**src/rtl/vram_writer.sv**
```systemverilog
// Z80-to-video-RAM write bridge: synchronises CPU bus writes into a small queue,
// drives the VRAM write port, handles border OUTs and a hardware screen fill.
module vram_writer #(
    parameter int unsigned FIFO_DEPTH = 4
) (
    input  logic        clk,
    input  logic        resetn,
    input  logic [15:0] a,
    input  logic [7:0]  d,
    input  logic        mreq_n,
    input  logic        iorq_n,
    input  logic        wr_n,
    input  logic        clr_req,
    input  logic [7:0]  clr_pix,
    input  logic [7:0]  clr_attr,
    output logic [12:0] aw,
    output logic [7:0]  di,
    output logic        we,
    output logic [2:0]  border,
    output logic        busy,
    output logic        ovf
);

    localparam int unsigned PW        = $clog2(FIFO_DEPTH);
    localparam logic [12:0] LAST_ADDR = 13'h1AFF;
    localparam logic [12:0] ATTR_BASE = 13'h1800;
    localparam logic [12:0] SCR_END   = 13'h1B00;

    typedef enum logic {StIdle, StFill} state_e;

    state_e       r_state;
    state_e       w_state_next;

    logic [15:0]  r_a_s1, r_a_s2;
    logic [7:0]   r_d_s1, r_d_s2;
    logic         r_mreq_s1, r_mreq_s2;
    logic         r_iorq_s1, r_iorq_s2;
    logic         r_wr_s1, r_wr_s2;
    logic         r_mwr_prev, r_iowr_prev;

    logic [20:0]  r_mem [FIFO_DEPTH];
    logic [PW:0]  r_wptr, r_rptr;
    logic [12:0]  r_cnt;
    logic [12:0]  r_aw_q;
    logic [7:0]   r_di_q;
    logic [2:0]   r_border;
    logic         r_ovf;

    logic         w_mwr, w_iowr, w_mwr_ev, w_iowr_ev, w_addr_ok;
    logic         w_empty, w_full, w_flush, w_pop, w_push_req, w_push, w_drop;
    logic [20:0]  w_head;

    // Strobe flops reset to the inactive (high) level so release never fakes an edge.
    always_ff @(posedge clk or negedge resetn) begin
        if (!resetn) begin
            r_a_s1      <= '0;
            r_a_s2      <= '0;
            r_d_s1      <= '0;
            r_d_s2      <= '0;
            r_mreq_s1   <= 1'b1;
            r_mreq_s2   <= 1'b1;
            r_iorq_s1   <= 1'b1;
            r_iorq_s2   <= 1'b1;
            r_wr_s1     <= 1'b1;
            r_wr_s2     <= 1'b1;
            r_mwr_prev  <= 1'b0;
            r_iowr_prev <= 1'b0;
        end else begin
            r_a_s1      <= a;
            r_a_s2      <= r_a_s1;
            r_d_s1      <= d;
            r_d_s2      <= r_d_s1;
            r_mreq_s1   <= mreq_n;
            r_mreq_s2   <= r_mreq_s1;
            r_iorq_s1   <= iorq_n;
            r_iorq_s2   <= r_iorq_s1;
            r_wr_s1     <= wr_n;
            r_wr_s2     <= r_wr_s1;
            r_mwr_prev  <= w_mwr;
            r_iowr_prev <= w_iowr;
        end
    end

    assign w_mwr      = ~r_mreq_s2 & ~r_wr_s2;
    assign w_iowr     = ~r_iorq_s2 & ~r_wr_s2;
    assign w_mwr_ev   = w_mwr & ~r_mwr_prev;
    assign w_iowr_ev  = w_iowr & ~r_iowr_prev;
    assign w_addr_ok  = (r_a_s2[15:13] == 3'b010) && (r_a_s2[12:0] < SCR_END);
    assign w_push_req = w_mwr_ev & w_addr_ok;

    assign w_empty = (r_wptr == r_rptr);
    assign w_full  = (r_wptr[PW] != r_rptr[PW]) && (r_wptr[PW-1:0] == r_rptr[PW-1:0]);
    assign w_head  = r_mem[r_rptr[PW-1:0]];

    // A clear request in IDLE discards the queue, so nothing pops that cycle.
    assign w_flush = (r_state == StIdle) & clr_req;
    assign w_pop   = (r_state == StIdle) & ~w_empty & ~clr_req;
    assign w_push  = w_push_req & ~w_flush & (~w_full | w_pop);
    assign w_drop  = w_push_req & ~w_flush & w_full & ~w_pop;

    always_ff @(posedge clk) begin
        if (w_push) begin
            r_mem[r_wptr[PW-1:0]] <= {r_a_s2[12:0], r_d_s2};
        end
    end

    always_ff @(posedge clk or negedge resetn) begin
        if (!resetn) begin
            r_wptr   <= '0;
            r_rptr   <= '0;
            r_ovf    <= 1'b0;
            r_border <= '0;
            r_cnt    <= '0;
            r_aw_q   <= '0;
            r_di_q   <= '0;
        end else begin
            if (w_flush) begin
                r_wptr <= '0;
                r_rptr <= '0;
            end else begin
                if (w_push) r_wptr <= r_wptr + 1'b1;
                if (w_pop)  r_rptr <= r_rptr + 1'b1;
            end
            if (w_drop) r_ovf <= 1'b1;
            if (w_iowr_ev && !r_a_s2[0]) r_border <= r_d_s2[2:0];
            if (w_flush) begin
                r_cnt <= '0;
            end else if (r_state == StFill) begin
                r_cnt <= r_cnt + 1'b1;
            end
            if (we) begin
                r_aw_q <= aw;
                r_di_q <= di;
            end
        end
    end

    always_ff @(posedge clk or negedge resetn) begin
        if (!resetn) r_state <= StIdle;
        else         r_state <= w_state_next;
    end

    always_comb begin
        w_state_next = r_state;
        case (r_state)
            StIdle:  if (clr_req) w_state_next = StFill;
            StFill:  if (r_cnt == LAST_ADDR) w_state_next = StIdle;
            default: w_state_next = StIdle;
        endcase
    end

    always_comb begin
        we   = 1'b0;
        busy = 1'b0;
        aw   = r_aw_q;
        di   = r_di_q;
        case (r_state)
            StFill: begin
                busy = 1'b1;
                we   = 1'b1;
                aw   = r_cnt;
                di   = (r_cnt < ATTR_BASE) ? clr_pix : clr_attr;
            end
            StIdle: begin
                if (w_pop) begin
                    we = 1'b1;
                    aw = w_head[20:8];
                    di = w_head[7:0];
                end
            end
            default: ;
        endcase
    end

    assign border = r_border;
    assign ovf    = r_ovf;

endmodule

```
**config.mk**
```make
export PLATFORM = sky130hd
export DESIGN_NAME = vram_writer
export DESIGN_NICKNAME = d
export VERILOG_FILES = /design/src/rtl/vram_writer.sv
export SDC_FILE = /design/constraint.sdc
export NUM_CORES = 1
export LEC_CHECK = 0
export ABC_AREA = 1
export BUFFER_PORTS_ARGS = -buffer_cell sky130_fd_sc_hd__buf_4
export CAP_MARGIN = 0
export CORE_AREA = 3 3 160 162
export CTS_CLUSTER_DIAMETER = 60
export DETAILED_ROUTE_END_ITERATION = 16
export DIE_AREA = 0 0 163 165
export GPL_TIMING_DRIVEN = 0
export HOLD_SLACK_MARGIN = 0.06
export PLACE_DENSITY = 0.53
export SETUP_SLACK_MARGIN = 0.2
export SLEW_MARGIN = 20
export SYNTH_ARGS = -nofsm -noshare
export SYNTH_HDL_FRONTEND = slang
export SYNTH_SLANG_ARGS = --single-unit
```
**constraint.sdc**
```tcl
create_clock -name clk -period 5.1 [get_ports clk]
set_input_delay 0.255 -clock clk [delete_from_list [all_inputs] [get_ports clk]]
set_output_delay 0.255 -clock clk [all_outputs]
set_load 0.01 [all_outputs]
```
==> impl_summary.txt <==
----------------------------------------------------
[Logic synthesis]
  Flops & latches, synth ... 185
  Synthesized instance count ... 619
  Number of warning messages in the yosys log ... 0
  Share of flip-flops with an asynchronous set or reset after synthesis ... 54.6%
  Synth cell types ... 30
  Post-synth EDFFs ... 84
  Average footprint of a synthesized cell ... 11.7 sq um
  Synthesized net count ... 671
  Synth Cell Area ... 7220 sq um
  Top flip-flop cell by instance count after synthesis ... dfrtp_1
  Part of the Yosys area used for sequential elements ... 70.1%

[Power and ir drop]
  Leakage Power ... 3.77 nW
  Internal Dissipation ... 2.61 mW
  Power, Total ... 3.68 mW
  Switching pwr ... 1.07 mW
  Proportion of power drawn by combinational gates ... 16.9%
  Net switching fraction of the power ... 29.0%
  Clk network pwr share ... 34.7%
  Peak supply drop ... 189 uV
  Power per cell area ... 406 nW/um^2
  Register share of total power ... 48.4%

[Timing]
  Worst Max-Slew Pin Slew ... 0.934 ns
  Highest attainable clock frequency ... 410 MHz
  RSZ-0062 raised after global routing ... false
  Clock period minus final worst setup slack ... 2.44 ns
  Summed negative setup slack over all endpoints ... 0 ns
  Remaining max-slew budget at the tightest pin ... 37.7%
  Final hold violation count ... 0
  Max Transition Viols Final ... 0
  Final critical-path share of the clock period ... 47.8%
  Final setup violation count ... 0
  Worst slack on hold paths ... 0.132 ns
  Final Skew ... 0.0123 ns

[Worst hold path]
  Class of the most critical hold timing path ... input port to flop

[Route]
  Vias ... 4,639
  DRC viols ... 0
  Drt first-iter violations ... 291
  Number of routed nets with antenna violations ... 0
  Sum of routed wire length over all layers ... 16,000 microns
  Routed wire per std cell ... 14.8 microns
  Via density per instance ... 4.32
  Initial DRT Pass Iterations ... 6

[Floorplanning]
  Die area ... 26,900 sq um
  Area of the placeable core ... 24,200 sq um
  Cell row count ... 57
  DIE HEIGHT ... 165 microns
  Starting Density ... 29.8%
  Chip Width ... 163 microns
  I/O Pins ... 73

[Placement]
  HPWL after DPL ... 10,400 microns
  Final RePlAce weighted congestion ... 0.772
  Count of input and output buffers ... 72

[Global route]
  Met3 routing resource usage after global routing ... 3.16%
  GRT Residual Overflow ... 0
  Tot GR Track Use ... 12.6%
  Number of global-route vias before repair ... 4,598
  Most congested layer reported by global routing ... met2
  Pin count of the biggest net entering global routing ... 102
  Number of antenna violations at the first check in global routing ... 0
  Met1 track demand over resource ... 17.0%
  Routing usage on met2 ... 19.7%
  Wire length of the first global-routing pass ... 25,600 microns

[CTS]
  Clock-pin slew reported for the worst setup and hold paths after clock tree synthesis ... 0.07 ns
  Clock sinks ... 185
  Total setup buffers inserted after CTS ... 0
  TritonCTS clock tree ... built
  Total CTS buffers ... 17
  Maximum clock insertion buffer count ... 2
  Clk Tree Root Cell ... clkbuf_16
  Number of H-tree levels ... 4
  Clock insertion delay at the later pin of the skew report ... 0.43 ns

[Finish]
  Final core occ ... 37.3%
  Reg area ... 5060 sq um
  Most common library cell in the layout ignoring fill and taps ... nand2_1
  Most frequent cells in the layout ... 148 x nand2_1, 98 x nand3_1, 95 x dfrtp_1, 84 x edfxtp_1, 73 x buf_4
  Area of the multi-input gates ... 1920 sq um
  Fillers ... 2,392
  Share of layout cells above drive strength 1 ... 22.1%
  Area growth from synthesis to layout ... 25.4%
  Final layout net count ... 790
  Diodes inserted ... 0

[Outcome]
  Outcome ... completed

[Setup path]
  Startpoint class of the critical path ... flop
  Max incr delay on CP ... 0.61 ns
  Slowest stage cell on the critical path ... nor2_4
  Setup Crit Path Kind ... flop to flop
  Crit-path cells ... buf_4, nor2_1, nor2_1, nand2_1, nor2_2, nand2_2, nor2_4
  Worst EP arrival ... 2.49 ns
  Data required time of the critical path ... 5.15 ns
  Crit path top cell by count ... nor2_1
  Crit path capture type ... flop
  Top fanout value on the critical path ... 21

[Flow run]
  Number of max-cap violations ... 0

----------------------------------------------------
[sequential cells by signal, indices dropped and copies added (netlist names), 3 cells and up]
register  cells
border        3
r_a_s1       16
r_a_s2       16
r_aw_q       13
r_cnt        13
r_d_s1        8
r_d_s2        8
r_di_q        8
r_mem        84
r_rptr        3
r_wptr        3
[critical path, delay by kind of cell (launching register included)]
family        cells  cell delay [ns]
buf+inv           1             0.18
simple gates      6             1.51
flops             1             0.35
[per-stage QoR]
stage	setup slack [ns]	cell area, sq um	instances
after floorplan	2.75	7220	619
after global placement	1.67	8160	1015
after detailed placement	2.65	8200	1015
after CTS	2.63	9050	1075
after global routing	2.43	9050	1075
final	2.66	9050	1075
[timing repair]
action / in CTS / in global routing
hold buffers: 28 / 0
hold endpoints to repair: 122 / 0
gates resized for setup: 0 / 0
setup endpoints to repair: 0 / 0
[final timing paths]
| kind | start | endpoint | slack [ns] | cells past startpoint |
|---|---|---|---|---|
| setup / recovery | r_state$_DFF_PN0_ | r_mem[0][15]$_DFFE_PP_ | 2.66 | 7 |
| hold / removal | clr_pix[6] | r_di_q[6]$_DFFE_PN0P_ | 0.13 | 3 |
| setup reg to reg | r_state$_DFF_PN0_ | r_mem[0][15]$_DFFE_PP_ | 2.66 | 7 |
| hold reg to reg | r_d_s1[3]$_DFF_PN0_ | r_d_s2[3]$_DFF_PN0_ | 0.35 | 0 |
| max in group asynchronous | resetn | border[2]$_DFFE_PN0P_ | 3.97 | 2 |
| min in group asynchronous | resetn | r_aw_q[5]$_DFFE_PN0P_ | 0.51 | 2 |
[synth_stat cells, drive strengths merged, types with 2 or more instances]
cell type / count / area [sq um]
nand2: 151 / 579
inv: 32 / 125
dfrtp: 95 / 2380
xor2: 2 / 17.5
edfxtp: 84 / 2520
nand3: 118 / 698
o21ai: 19 / 95.1
mux2: 3 / 33.8
nor2: 40 / 160
ha: 6 / 75.1
clkbuf: 4 / 15.0
a21oi: 5 / 25.0
dfstp: 6 / 158
buf: 21 / 129
nor3: 6 / 30.0
nand4: 23 / 144
[layer usage]
metal	vias up	part of all wire, %
met1	2171	48
met2	95	46
met3	19	4.7
li1	2354	-
met5	-	0
met4	0	1.7
[cells by family (layout without fill, tap and decap cells)]
logic type	Yosys count	count (layout)	synth area share [%]
fa+ha+maj	6	6	1.04
buf+inv	57	189	3.73
flops	185	185	70.1
mux	3	3	0.468
simple gates	339	339	22.4
xor+xnor	2	2	0.243
compound gates	27	27	2.01
[layout make-up]
cell class / instances / share of cell area [%]
Inverter: 32 / 1.38
Clock inverter: 14 / 1.37
Clock buffer: 18 / 4.98
Tap cell: 324 / 4.48
Timing Repair Buffer: 100 / 9.11
Sequential cell: 185 / 55.9
Buffer: 25 / 1.59
Multi-Input combinational cell: 377 / 21.2
[power by group through the flow]
stage | Sequential, mW | Combinational [mW] | Clock [mW]
after global placement | 1.81 | 0.603 | 0
after detailed placement | 1.81 | 0.616 | 0
after CTS | 1.78 | 0.635 | 1.32
after floorplan | 1.79 | 0.372 | 0
final | 1.78 | 0.623 | 1.28
after global routing | 1.80 | 0.717 | 1.38
Note: power is estimated with default switching activity, not from simulation.
